<file path="src/rtl/dir_input_conditioner.sv">
`default_nettype none
// ============================================================================
// Module      : dir_input_conditioner
// Description : Direction-button front end for the dungeon game. Each of the
//               four raw, asynchronous, bouncing buttons is synchronised
//               (2 FF), debounced (DEBOUNCE_CYCLES stable cycles) and
//               rising-edge detected into a per-direction pending bit. A
//               fixed-priority arbiter (N > S > E > W) grants at most one
//               pending direction per clock and emits it as a registered,
//               one-cycle move pulse.
// Parameters  : DEBOUNCE_CYCLES  stable cycles to accept a level (2..65535)
//               REPEAT_CYCLES    auto-repeat period (>= 2), auto-repeat only
// Macro       : DIR_AUTOREPEAT_EN  when defined, a held button re-arms its
//               pending bit every REPEAT_CYCLES cycles.
// Ports       : clk                        system clock, rising edge
//               reset                      async active-low reset
//               btn_n, btn_s, btn_e, btn_w raw button levels, active-high
//               n, s, e, w                 registered move pulses, one-hot
// Revision    : 1.0  initial release
// ============================================================================
module dir_input_conditioner #(
    parameter int DEBOUNCE_CYCLES = 16,
    parameter int REPEAT_CYCLES   = 1024
) (
    input  logic clk,
    input  logic reset,
    input  logic btn_n,
    input  logic btn_s,
    input  logic btn_e,
    input  logic btn_w,
    output logic n,
    output logic s,
    output logic e,
    output logic w
);

    localparam int c_NUM_DIR = 4;
    localparam int c_DB_W    = $clog2(DEBOUNCE_CYCLES);
    localparam logic [c_DB_W-1:0] c_DB_MAX = c_DB_W'(DEBOUNCE_CYCLES - 1);

    // Elaboration-time parameter range checks.
    if (DEBOUNCE_CYCLES < 2 || DEBOUNCE_CYCLES > 65535) begin : g_bad_debounce
        $error("dir_input_conditioner: DEBOUNCE_CYCLES out of range 2..65535");
    end
    if (REPEAT_CYCLES < 2) begin : g_bad_repeat
        $error("dir_input_conditioner: REPEAT_CYCLES must be at least 2");
    end

    // Bit order used throughout: [0]=N, [1]=S, [2]=E, [3]=W.
    logic [c_NUM_DIR-1:0] w_btn;
    logic [c_NUM_DIR-1:0] w_press;   // stable 0->1 on this edge
    logic [c_NUM_DIR-1:0] w_rearm;   // auto-repeat request on this edge
    logic [c_NUM_DIR-1:0] w_grant;
    logic [c_NUM_DIR-1:0] pending_q, pending_d;
    logic [c_NUM_DIR-1:0] out_q, out_d;

    assign w_btn = {btn_w, btn_e, btn_s, btn_n};

    // ------------------------------------------------------------------
    // Per-button synchroniser, debouncer and press detector
    // ------------------------------------------------------------------
    for (genvar i = 0; i < c_NUM_DIR; i++) begin : g_dir
        logic              sync1_q;
        logic              sync2_q;
        logic              stable_q, stable_d;
        logic [c_DB_W-1:0] cnt_q, cnt_d;

        always_comb begin
            stable_d = stable_q;
            cnt_d    = cnt_q;
            if (sync2_q == stable_q) begin
                // Any excursion that ends early lands here and restarts the count.
                cnt_d = '0;
            end else if (cnt_q == c_DB_MAX) begin
                stable_d = sync2_q;
                cnt_d    = '0;
            end else begin
                cnt_d = cnt_q + c_DB_W'(1);
            end
        end

        always_ff @(posedge clk or negedge reset) begin
            if (!reset) begin
                sync1_q  <= 1'b0;
                sync2_q  <= 1'b0;
                stable_q <= 1'b0;
                cnt_q    <= '0;
            end else begin
                sync1_q  <= w_btn[i];
                sync2_q  <= sync1_q;
                stable_q <= stable_d;
                cnt_q    <= cnt_d;
            end
        end

        assign w_press[i] = stable_d & ~stable_q;

`ifdef DIR_AUTOREPEAT_EN
        localparam int c_RPT_W = $clog2(REPEAT_CYCLES);
        localparam logic [c_RPT_W-1:0] c_RPT_MAX = c_RPT_W'(REPEAT_CYCLES - 1);

        logic [c_RPT_W-1:0] rpt_q, rpt_d;

        always_comb begin
            rpt_d = rpt_q;
            if (!stable_q || w_press[i]) begin
                rpt_d = '0;
            end else if (rpt_q == c_RPT_MAX) begin
                rpt_d = '0;
            end else begin
                rpt_d = rpt_q + c_RPT_W'(1);
            end
        end

        always_ff @(posedge clk or negedge reset) begin
            if (!reset) begin
                rpt_q <= '0;
            end else begin
                rpt_q <= rpt_d;
            end
        end

        assign w_rearm[i] = stable_q & ~w_press[i] & (rpt_q == c_RPT_MAX);
`else
        assign w_rearm[i] = 1'b0;
`endif
    end

    // ------------------------------------------------------------------
    // Fixed-priority arbiter: N > S > E > W, one grant per clock
    // ------------------------------------------------------------------
    always_comb begin
        w_grant = '0;
        if (pending_q[0]) begin
            w_grant = 4'b0001;
        end else if (pending_q[1]) begin
            w_grant = 4'b0010;
        end else if (pending_q[2]) begin
            w_grant = 4'b0100;
        end else if (pending_q[3]) begin
            w_grant = 4'b1000;
        end
    end

    // New presses are ORed in after the grant clear so that a press landing
    // on the same edge as its own grant is not lost.
    always_comb begin
        pending_d = (pending_q & ~w_grant) | w_press | w_rearm;
        out_d     = w_grant;
    end

    always_ff @(posedge clk or negedge reset) begin
        if (!reset) begin
            pending_q <= '0;
            out_q     <= '0;
        end else begin
            pending_q <= pending_d;
            out_q     <= out_d;
        end
    end

    assign n = out_q[0];
    assign s = out_q[1];
    assign e = out_q[2];
    assign w = out_q[3];

endmodule
`default_nettype wire

</file>
<file path="config.mk">
export PLATFORM = sky130hd
export DESIGN_NAME = dir_input_conditioner
export DESIGN_NICKNAME = d
export VERILOG_FILES = /design/src/rtl/dir_input_conditioner.sv
export SDC_FILE = /design/constraint.sdc
export NUM_CORES = 1
export LEC_CHECK = 0
export ABC_AREA = 1
export CAP_MARGIN = 20
export CORE_MARGIN = 5
export CORE_UTILIZATION = 50
export CTS_CLUSTER_DIAMETER = 50
export DETAILED_ROUTE_END_ITERATION = 6
export PLACE_DENSITY = 0.81
export SYNTH_ARGS = -nofsm -noshare
export SYNTH_HDL_FRONTEND = slang
export SYNTH_SLANG_ARGS = --single-unit
</file>
<file path="constraint.sdc">
create_clock -name clk -period 1.1 [get_ports clk]
set_input_delay 0.11 -clock clk [delete_from_list [all_inputs] [get_ports clk]]
set_output_delay 0.11 -clock clk [all_outputs]
set_load 0.02 [all_outputs]
</file>
==> results.cfg <==
[floorplanning]
io-pin-count = 10
die_h_um = 63.1
initial_utilization_pct = 51.5
die_extent_in_x_um = 63.1
placeableCoreArea_um2 = 2730
floorplan_die_area_um2 = 3980
num_rows = 19

[place]
gp_routability_congestion = 0.734
place.port_buffers = 9
placedCellCount = 177
detailed_place_hpwl_um = 1580

[timing]
final_setup_violation_count = 0
period_needed_ns = 1.04
timing_max_transition_violations_final = 0
slew_headroom_pct = 86.2
tightest_slew_ns = 0.205
unrepaired_setup_endpoints_after_global_routing = false
clock-skew-final_ns = 0.00380
max_clock_freq_mhz = 966
period_share_pct = 94.1
finalHoldViolations = 0
finalSetupTns_ns = 0

[cts]
buffer_levels_on_the_longest_clock_path = 2
cts_htree_levels = 2
root_buffer = clkbuf_4
cts_tree = built
cts_hold_repair.buffers = 0
numCtsBuffers = 5
cts.sink_count = 36
worst_skew_pair.late_latency_ns = 0.33
cts.clk_slew.worst_paths_ns = 0.10

[setup_path]
r2r_slack_ns = 0.06
critical_path_depth = 6
critPathLaunch = g_dir[0].cnt_q[0]
slowest_stage = dfrtp_1
critPathMaxFanout = 4
kind_of_end_point_of_the_critical_path = flip-flop
timing.setup.critical_path_class = reg -> reg
worst_r2r_startpoint = g_dir[0].cnt_q[0]
worst_path_arrival_ns = 1.31
crit_path_cell_trace = ha_2, nand2_2, inv_2, nand2_4, nand3_2, nor2_1
worst_path_largest_cell_delay_ns = 0.42
crit_required_ns = 1.37
setup.worst_path.end = g_dir[0].cnt_q[3]
endpoint_of_the_worst_register_to_register_path = g_dir[0].cnt_q[3]
setup.worst_path.start_class = flip-flop
cpLargestDelayFamily = flip-flops
cp_num_buf_inv = 1
worstRegToRegCells = 6

[yosys]
synth-async-reset-ratio_pct = 100
synth.top_cells.by_area = dfrtp_1, nand2_1, inv_1, nor2_1, ha_1
synthFlopType = dfrtp_1
synthesis.area_per_instance_um2 = 10.4
unique_cell_type_count_in_the_yosys_netlist = 21
synth_top_area_share_pct = 63.9
syn-num-nets = 146
syn_area_um2 = 1410
post-synth-top-count-cell = dfrtp_1
post_synth_most_frequent_cells = dfrtp_1, nand2_1, inv_1, nor2_1, nand3_1
synth-edff-count = 0
syn_inst = 136
synth.ff_latch_count = 36
synth_sequential_area_ratio_pct = 63.9
synth.yosys.warnings = 0
synth_largest_area_cell = dfrtp_1

[detailed_routing]
postRouteAntennaNets = 0
drt_pass1_iterations = 4
routed-via-count = 928
viasPerCell = 4.94
detail_route.wl_per_cell_um = 11.8
finalWirelength_um = 2210
detail_route.iter0.violations = 28
post-route-drc-count = 0

[min_path]
hp-class = in -> async

[global_route]
grt_first_pass_wirelength_um = 4110
grt_usage_pct = 13.2
grt_overflow = 0
grt_pass1_vias = 977
grt_start_max_net_pins = 37
grt_antenna_before_repair = 0

[final_layout]
syn_to_final_growth_pct = 16.9
antenna_cells = 0
filler_cell_count = 235
drive_gt1_share_pct = 22.9
finalNetCount = 166
multiInputGateArea_um2 = 462
final-instance-count-excl-fill = 188
total_area_of_sequential_cells_um2 = 901

[run]
cap_violations = 0

[power_and_ir_drop]
ir_worst_vdd_uv = 999
power_leakage_nw = 0.859
post-layout-total-power_mw = 2.28
total_power_per_unit_cell_area_nw_per_um2 = 1390

[status]
result_of_the_run = complete, no violations
==> metal layers <==
metal / track usage (%) / wire length [um] / vias up
met5: 0 / 0 / -
met4: 4.77 / 27 / 0
met3: 6.22 / 113 / 4
met2: 21.2 / 1080 / 15
met1: 15.4 / 992 / 444
li1: - / - / 465
==> power breakdown <==
| group | switching (mW) | internal, mW |
|---|---|---|
| Clock | 0.415 | 0.304 |
| Sequential | 0.0377 | 1.37 |
| Combinational | 0.0800 | 0.0729 |
| Total | 0.533 | 1.75 |
==> area by class of cell <==
| cell class | instances | share of cell area (%) |
|---|---|---|
| Clock buffer | 6 | 3.12 |
| Tap cell | 31 | 2.36 |
| Clock inverter | 2 | 0.608 |
| Timing Repair Buffer | 13 | 6.84 |
| Sequential cell | 36 | 54.7 |
| Multi-Input combinational cell | 81 | 28.0 |
| Inverter | 19 | 4.33 |
==> cells in the final DEF, fill, tap and decap left out, types with 3 or more instances in the layout <==
master / count
dfrtp_1: 36
nand2_1: 25
inv_1: 17
nor2_1: 15
nand3_1: 6
clkbuf_4: 5
clkdlybuf4s50_1: 5
o21ai_0: 4
nand2_2: 4
buf_2: 4
nand3_2: 3
ha_2: 3
buf_4: 3
==> state kept, by name, indices dropped and copies added, names as in the netlist <==
register        cells
g_dir.cnt_q        16
out_q               4
pending_q           4
g_dir.stable_q      4
g_dir.sync1_q       4
g_dir.sync2_q       4
==> worst min-delay path by stage <==
stage	start	end	slack, ns	cells past startpoint
global placement	g_dir[2].sync1_q	g_dir[2].sync2_q	0.33	0
floorplan	reset	g_dir[0].cnt_q[0]	-0.19	0
global route	reset	g_dir[1].cnt_q[0]	0.13	2
finish	reset	g_dir[1].cnt_q[0]	0.13	2
detailed placement	g_dir[3].sync1_q	g_dir[3].sync2_q	0.34	0
CTS	reset	g_dir[1].cnt_q[0]	0.13	2
==> kinds of logic after synthesis <==
kind of cell             Yosys count  synth area share, %
AO/OA/AOI/OAI                     12                 4.97
XOR/XNOR                           2                 1.24
adder cells (fa/ha/maj)            4                 3.55
buffers and inverters             19                 5.06
flip-flops                        36                 63.9
AND/OR/NAND/NOR                   63                 21.2
==> metrics by stage <==
step	area (um^2)	hold WS (ns)	utilization, %	setup slack, ns
6_report	1650	0.134	60.2	0.0648
3_3_place_gp	1560	0.333	57.0	0.0846
4_1_cts	1630	0.126	59.5	0.00199
2_1_floorplan	1410	-0.186	-	0.116
5_1_grt	1650	0.125	60.2	0.00130
3_5_place_dp	1560	0.337	57.0	-0.0232
==> what timing repair did <==
| action | in CTS | in global routing |
|---|---|---|
| setup endpoints to repair | 7 | 13 |
| resized for setup | 14 | 13 |
| pin swaps | 0 | 4 |
| setup buffers | 1 | 2 |
(Power assumes the default switching activity.)
